==> src/rtl/lut4_cfg_loader.sv <==
`default_nettype none
// +-------------------------------------------------------------------------+
// | lut4_cfg_loader: serial (MSB-first) writer for an SRL16-style 4-in LUT  |
// | Revision 1.0                                                            |
// +-------------------------------------------------------------------------+
module lut4_cfg_loader #(
  parameter logic [15:0] INIT = 16'h0000
) (
  input  logic        clk,
  input  logic        reset,
  input  logic [15:0] load_data,
  input  logic        load_valid,
  output logic        load_ready,
  output logic        busy,
  output logic        done,
  input  logic        I0,
  input  logic        I1,
  input  logic        I2,
  input  logic        I3,
  output logic        LO,
  output logic [15:0] cfg
);

  typedef enum logic [0:0] {
    IDLE  = 1'b0,
    SHIFT = 1'b1
  } state_t;

  state_t      state_q, state_d;
  logic [15:0] cfg_q, cfg_d;
  logic [15:0] hold_q, hold_d;
  logic [3:0]  cnt_q, cnt_d;
  logic        done_q, done_d;

  always_ff @(posedge clk) begin
    if (reset) begin
      state_q <= IDLE;
      cfg_q   <= INIT;
      hold_q  <= 16'h0000;
      cnt_q   <= 4'd0;
      done_q  <= 1'b0;
    end else begin
      state_q <= state_d;
      cfg_q   <= cfg_d;
      hold_q  <= hold_d;
      cnt_q   <= cnt_d;
      done_q  <= done_d;
    end
  end

  always_comb begin
    state_d = state_q;
    cfg_d   = cfg_q;
    hold_d  = hold_q;
    cnt_d   = cnt_q;
    done_d  = 1'b0;
    case (state_q)
      IDLE: begin
        if (load_valid && load_ready) begin
          hold_d  = load_data;
          cnt_d   = 4'd0;
          state_d = SHIFT;
        end
      end
      SHIFT: begin
        // Partially shifted contents are visible on LO; consumers gate with !busy.
        cfg_d  = {cfg_q[14:0], hold_q[15]};
        hold_d = {hold_q[14:0], 1'b0};
        cnt_d  = cnt_q + 4'd1;
        if (cnt_q == 4'd15) begin
          state_d = IDLE;
          done_d  = 1'b1;
        end
      end
      default: state_d = IDLE;
    endcase
  end

  assign load_ready = (state_q == IDLE) && !reset;
  assign busy       = (state_q == SHIFT);
  assign done       = done_q;
  assign cfg        = cfg_q;
  assign LO         = cfg_q[{I3, I2, I1, I0}];

endmodule
`default_nettype wire

==> config.mk <==
export PLATFORM = sky130hd
export DESIGN_NAME = lut4_cfg_loader
export DESIGN_NICKNAME = d
export VERILOG_FILES = /design/src/rtl/lut4_cfg_loader.sv
export SDC_FILE = /design/constraint.sdc
export NUM_CORES = 1
export LEC_CHECK = 0
export BUFFER_PORTS_ARGS = -buffer_cell sky130_fd_sc_hd__buf_2
export CORE_MARGIN = 1.5
export CORE_UTILIZATION = 24
export CTS_CLUSTER_SIZE = 25
export DETAILED_ROUTE_END_ITERATION = 6
export PLACE_DENSITY_LB_ADDON = 0.2
export SYNTH_ARGS = -nofsm -noshare
export SYNTH_HDL_FRONTEND = slang
export SYNTH_SLANG_ARGS = --single-unit
==> constraint.sdc <==
create_clock -name clk -period 1.54 [get_ports clk]
set_input_delay 0.077 -clock clk [delete_from_list [all_inputs] [get_ports clk]]
set_output_delay 0.077 -clock clk [all_outputs]
set_load 0.01 [all_outputs]
Word level (Yosys, flattened, before mapping). Cells that the tools add are included.

Register bits: 38. Input bits: 23. Output and inout port bits: 20. Word-level logic and storage cells: 24.

Add/sub/neg operators: 1. Order comparisons: 1. Equality and inequality tests: 2. Multiplexer cells: 10. Bitwise logic cells: 1. Reduce and logical (&&, ||, !) cells: 4.

Operator list (number): $pmux 16 s2 (1); $mux 16 (1); $pmux 4 s2 (1); $lt 4x5->1 const B (1); $add 4x1->4 const B (1); $bmux 1 s4 (1); $eq 4x4->1 const B (1); $mux 1 (4); $mux 4 (1); $logic_and 1x1->1 (2); $ne 2x2->1 const B (1); $pmux 1 s2 (1); $reduce_or 2->1 (1); $logic_not 1->1 (1); $not 1->1 (1).

Depth between registers and ports, before layout.
Depth after elaboration: 5. Gate-level depth with buffers: 5.

Worst setup path after synthesis. OpenSTA, ideal clock, no wires.

Kind: reg-to-output. Start: register cfg_q[3], in the netlist cfg[3]. End: output LO. Arrival time: 1.209 ns. Required time: 1.463 ns. Path slack: 0.254 ns. Stages on the path, launching flop included: 5. Cell sequence: dfxtp_1 mux4_2 nor2b_1 a211oi_1 a21oi_1.

Cells in the longest elaborated chain, start to end: 2.

RTL lines: start, declared (line 30) `logic [15:0] cfg_q, cfg_d;`; start signal, assigned (line 44) `cfg_q <= cfg_d;`; $bmux 1 s4 (line 83) `assign LO = cfg_q[{I3, I2, I1, I0}];`; $mux 1 (implied by the code) (line 83); end, declared (line 20) `output logic LO,`.

Every way passes these cells. The select of a mux whose other input is x is not followed.

Final worst setup path. Ends and elaborated chain as after synthesis.

==> results summary <==
The flow ran to the end, but the final reports show violations. The final reports fail on negative setup slack. The number of max-capacitance violations reported came out at 0. The library cell occupying the most area in the post-synthesis netlist is dfxtp_1. In the final routed layout, each cell accounts on average for 11.9 um. The cell sitting at the root of the clock tree is a clkbuf_8.

The number of nets at the end of the flow came out at 247. The count of unresolved DRC violations after routing is 0. The H-tree depth came out at 2. The final worst setup slack is -0.0706 ns.

The worst setup path is captured at an output pin. The area used by multi-input combinational logic is 836 um2. For this configuration, the core starts out at a cell density of 24.6%. The number of input and output port buffers inserted came out at 42.

The first global-routing pass estimated 5980 um of wire. 0 antenna diodes ended up in the layout. The final count of pins violating max slew came out at 0. The worst slack on hold paths is 0.0800 ns. In this run the mean area of a mapped cell was 9.44 um2.

The filler cell count in the final layout is 720. At the worst endpoint, the arrival time is 1.53 ns. The via count of the first global-routing pass was 1219. In the final layout, the share of cells above drive strength 1 is 32.6%. Yosys attributes the largest share of cell area to dfxtp_1 46%, mux2i_1 21%, nor2_1 12%. The total wire length came out at 3630 um. The clock tree from TritonCTS is yes. The sum of net half-perimeters after detailed placement came out at 2590 um. Setup repair after global routing could not meet its margin everywhere.

The total routing usage reported by global routing came out at 10.5%. The number of clock sinks seen by CTS came out at 38. At the pin with the least slew margin, the transition time is 0.312 ns.

The count of cells in the finished layout, fillers not included, comes to 304. The smallest clock period supported by the final layout is computed as 1.61 ns. The total non-filler cell area in the finished layout came out at 0.00219 mm2. The worst setup slack for register-to-register paths came out at 0.41 ns.

The worst-case clock skew is 0.00811 ns. The synthesis-to-layout area growth is 32.5%. The core area is 0.00672 mm2. In this run the biggest area consumer among cell types represents 46.1% of the synthesized area. The row count came out at 30. For this run, the detailed router's first-pass iteration total came to 4.

The worst path uses 105% of the clock period. The initial antenna violation count came to 0. In this run the cell area of the synthesized design comes to 0.00165 mm2. The worst setup path is launched from a flip-flop. The number of hold violations in the final report is 0. Of the synthesized area, sequential elements account for 46.1%. The maximum resistive drop on vdd is 0.358 mV.

The worst endpoint required time came out at 1.46 ns. The detailed router placed 1332 vias in this run. The remaining max-slew budget at the tightest pin is 79.2%. The number of setup violations in the final report is 1. Once detail routing completed, the nets flagged for antenna violations numbered 0. Counting tap cells, the placed design contains a total of 291 instances.

The maximum number of pins on one net before global-route repair is 39. The biggest fanout along the worst timing path is 2. The count of warnings emitted by yosys came out at 0. The CTS buffer count came out at 5. The number of hold buffers added after CTS is 0.

The critical path in this run is classified as reg2out. For this run the aggregate overflow at the end of global routing stands at 0. The power density over cell area is 1050 mW/mm2. The number of buffers on the longest clock path came out at 2. The area occupied by registers is 768 um2. The analysis attributes to cell leakage a power of 1.01 nW.

After the first detailed-routing iteration, the DRC count stood at 45. The die covers 0.00739 mm2. The final weighted congestion of routability-driven global placement came out at 0.701. The insertion delay of the later-clocked pin in the worst-skew pair came out at 0.29 ns. The die outline width came out at 86.0 um. Based on the critical path, the design can be clocked at up to 621 MHz. The number of standard cells after synthesis is 175.

In this run the worst hold path is classified as in2reg. After synthesis the netlist holds a flip-flop and latch count of 38. Measured along the y axis, the die boundary spans 86.0 um.

The synthesized net count came out at 199. The clock-pin slew on the worst setup and hold paths came out at 0.08 ns. The top-level port count came out at 43. Once placement finished, the instance area stood at 0.00200 mm2.

The via density per instance is 4.38. The netlist uses 18 different library cells.
==> kinds of logic (layout without fill, tap and decap cells) <==
| kind of cell | after synthesis | in the layout | synth area share [%] |
|---|---|---|---|
| AND/OR/NAND/NOR | 61 | 61 | 15.2 |
| multiplexers | 38 | 38 | 26.7 |
| flip-flops | 38 | 38 | 46.1 |
| AO/OA/AOI/OAI | 21 | 21 | 6.52 |
| buffers and inverters | 14 | 63 | 3.64 |
| XOR/XNOR | 2 | 2 | 1.06 |
| adder cells (fa/ha/maj) | 1 | 1 | 0.757 |
==> per-stage QoR <==
stage	utilization [%]	setup slack [ns]	TNS, ns	power [mW]
floorplan	-	0.254	0	1.20
global placement	29.7	0.153	0	1.29
detailed placement	29.7	0.128	0	1.29
CTS	32.4	-0.127	-0.127	2.34
global route	32.6	-0.127	-0.127	2.42
finish	32.6	-0.0706	-0.0706	2.30
==> state kept, by name (all words and copies together), names as in the netlist <==
register / flops
busy: 1
cfg: 16
cnt_q: 4
done: 1
hold_q: 16
==> cells in the mapped netlist (all sizes together) <==
master	number
xnor2	1
nor2	52
mux2i	34
a21oi	20
nor3	2
ha	1
a211oi	1
xor2	1
clkbuf	6
buf	7
dfxtp	38
nor3b	4
inv	1
nand3	2
nor2b	1
mux4	4
==> critical path, stage by stage (launching register included) <==
cell	delay, ns
dfxtp_2	0.32
mux4_2	0.46
nor2b_4	0.14
a211oi_2	0.13
a21oi_1	0.06
buf_2	0.14
==> cells in the final DEF, fill, tap and decap left out, drive strengths merged <==
master	netlist	final
nor3	2	2
clkbuf	6	6
mux2i	34	34
xor2	1	1
mux4	4	4
nor3b	4	4
dfxtp	38	38
inv	1	1
xnor2	1	1
nor2b	1	1
bufinv	0	2
nor2	52	52
a211oi	1	1
buf	7	54
nand3	2	2
a21oi	20	20
ha	1	1
==> path summary, 6_finish.rpt <==
path,from,to,cells after the start
worst max-delay path,cfg[3],LO,5
worst min-delay path,load_data[0],hold_q[0],3
worst max register to register,busy,busy,3
worst min register to register,hold_q[2],hold_q[3],2
==> power breakdown <==
group | internal, mW | switching [mW]
clock | 0.691 | 0.351
combinational | 0.110 | 0.114
sequential | 1.01 | 0.0242
==> layer usage <==
layer	wire length, um	vias to the layer above	GRT usage [%]
li1	-	690	-
met1	1740	615	13.6
met2	1730	23	16.3
met3	120	4	3.08
met4	42	0	3.96
met5	0	-	0
==> cell type report <==
cell class | count | share of cell area (%)
repair buffers | 54 | 15.4
clock inverters | 2 | 2.74
inverters | 1 | 0.172
flip-flops and latches | 38 | 35.1
multi-input cells | 123 | 38.2
clock buffers | 6 | 3.77
well taps | 80 | 4.57
==> what timing repair did <==
action,CTS,global route
setup endpoints to repair,1,1
setup buffers,4,1
pin swaps,1,0
resized for setup,4,6
cloned,0,0
Note: power is estimated with default switching activity, not from simulation.
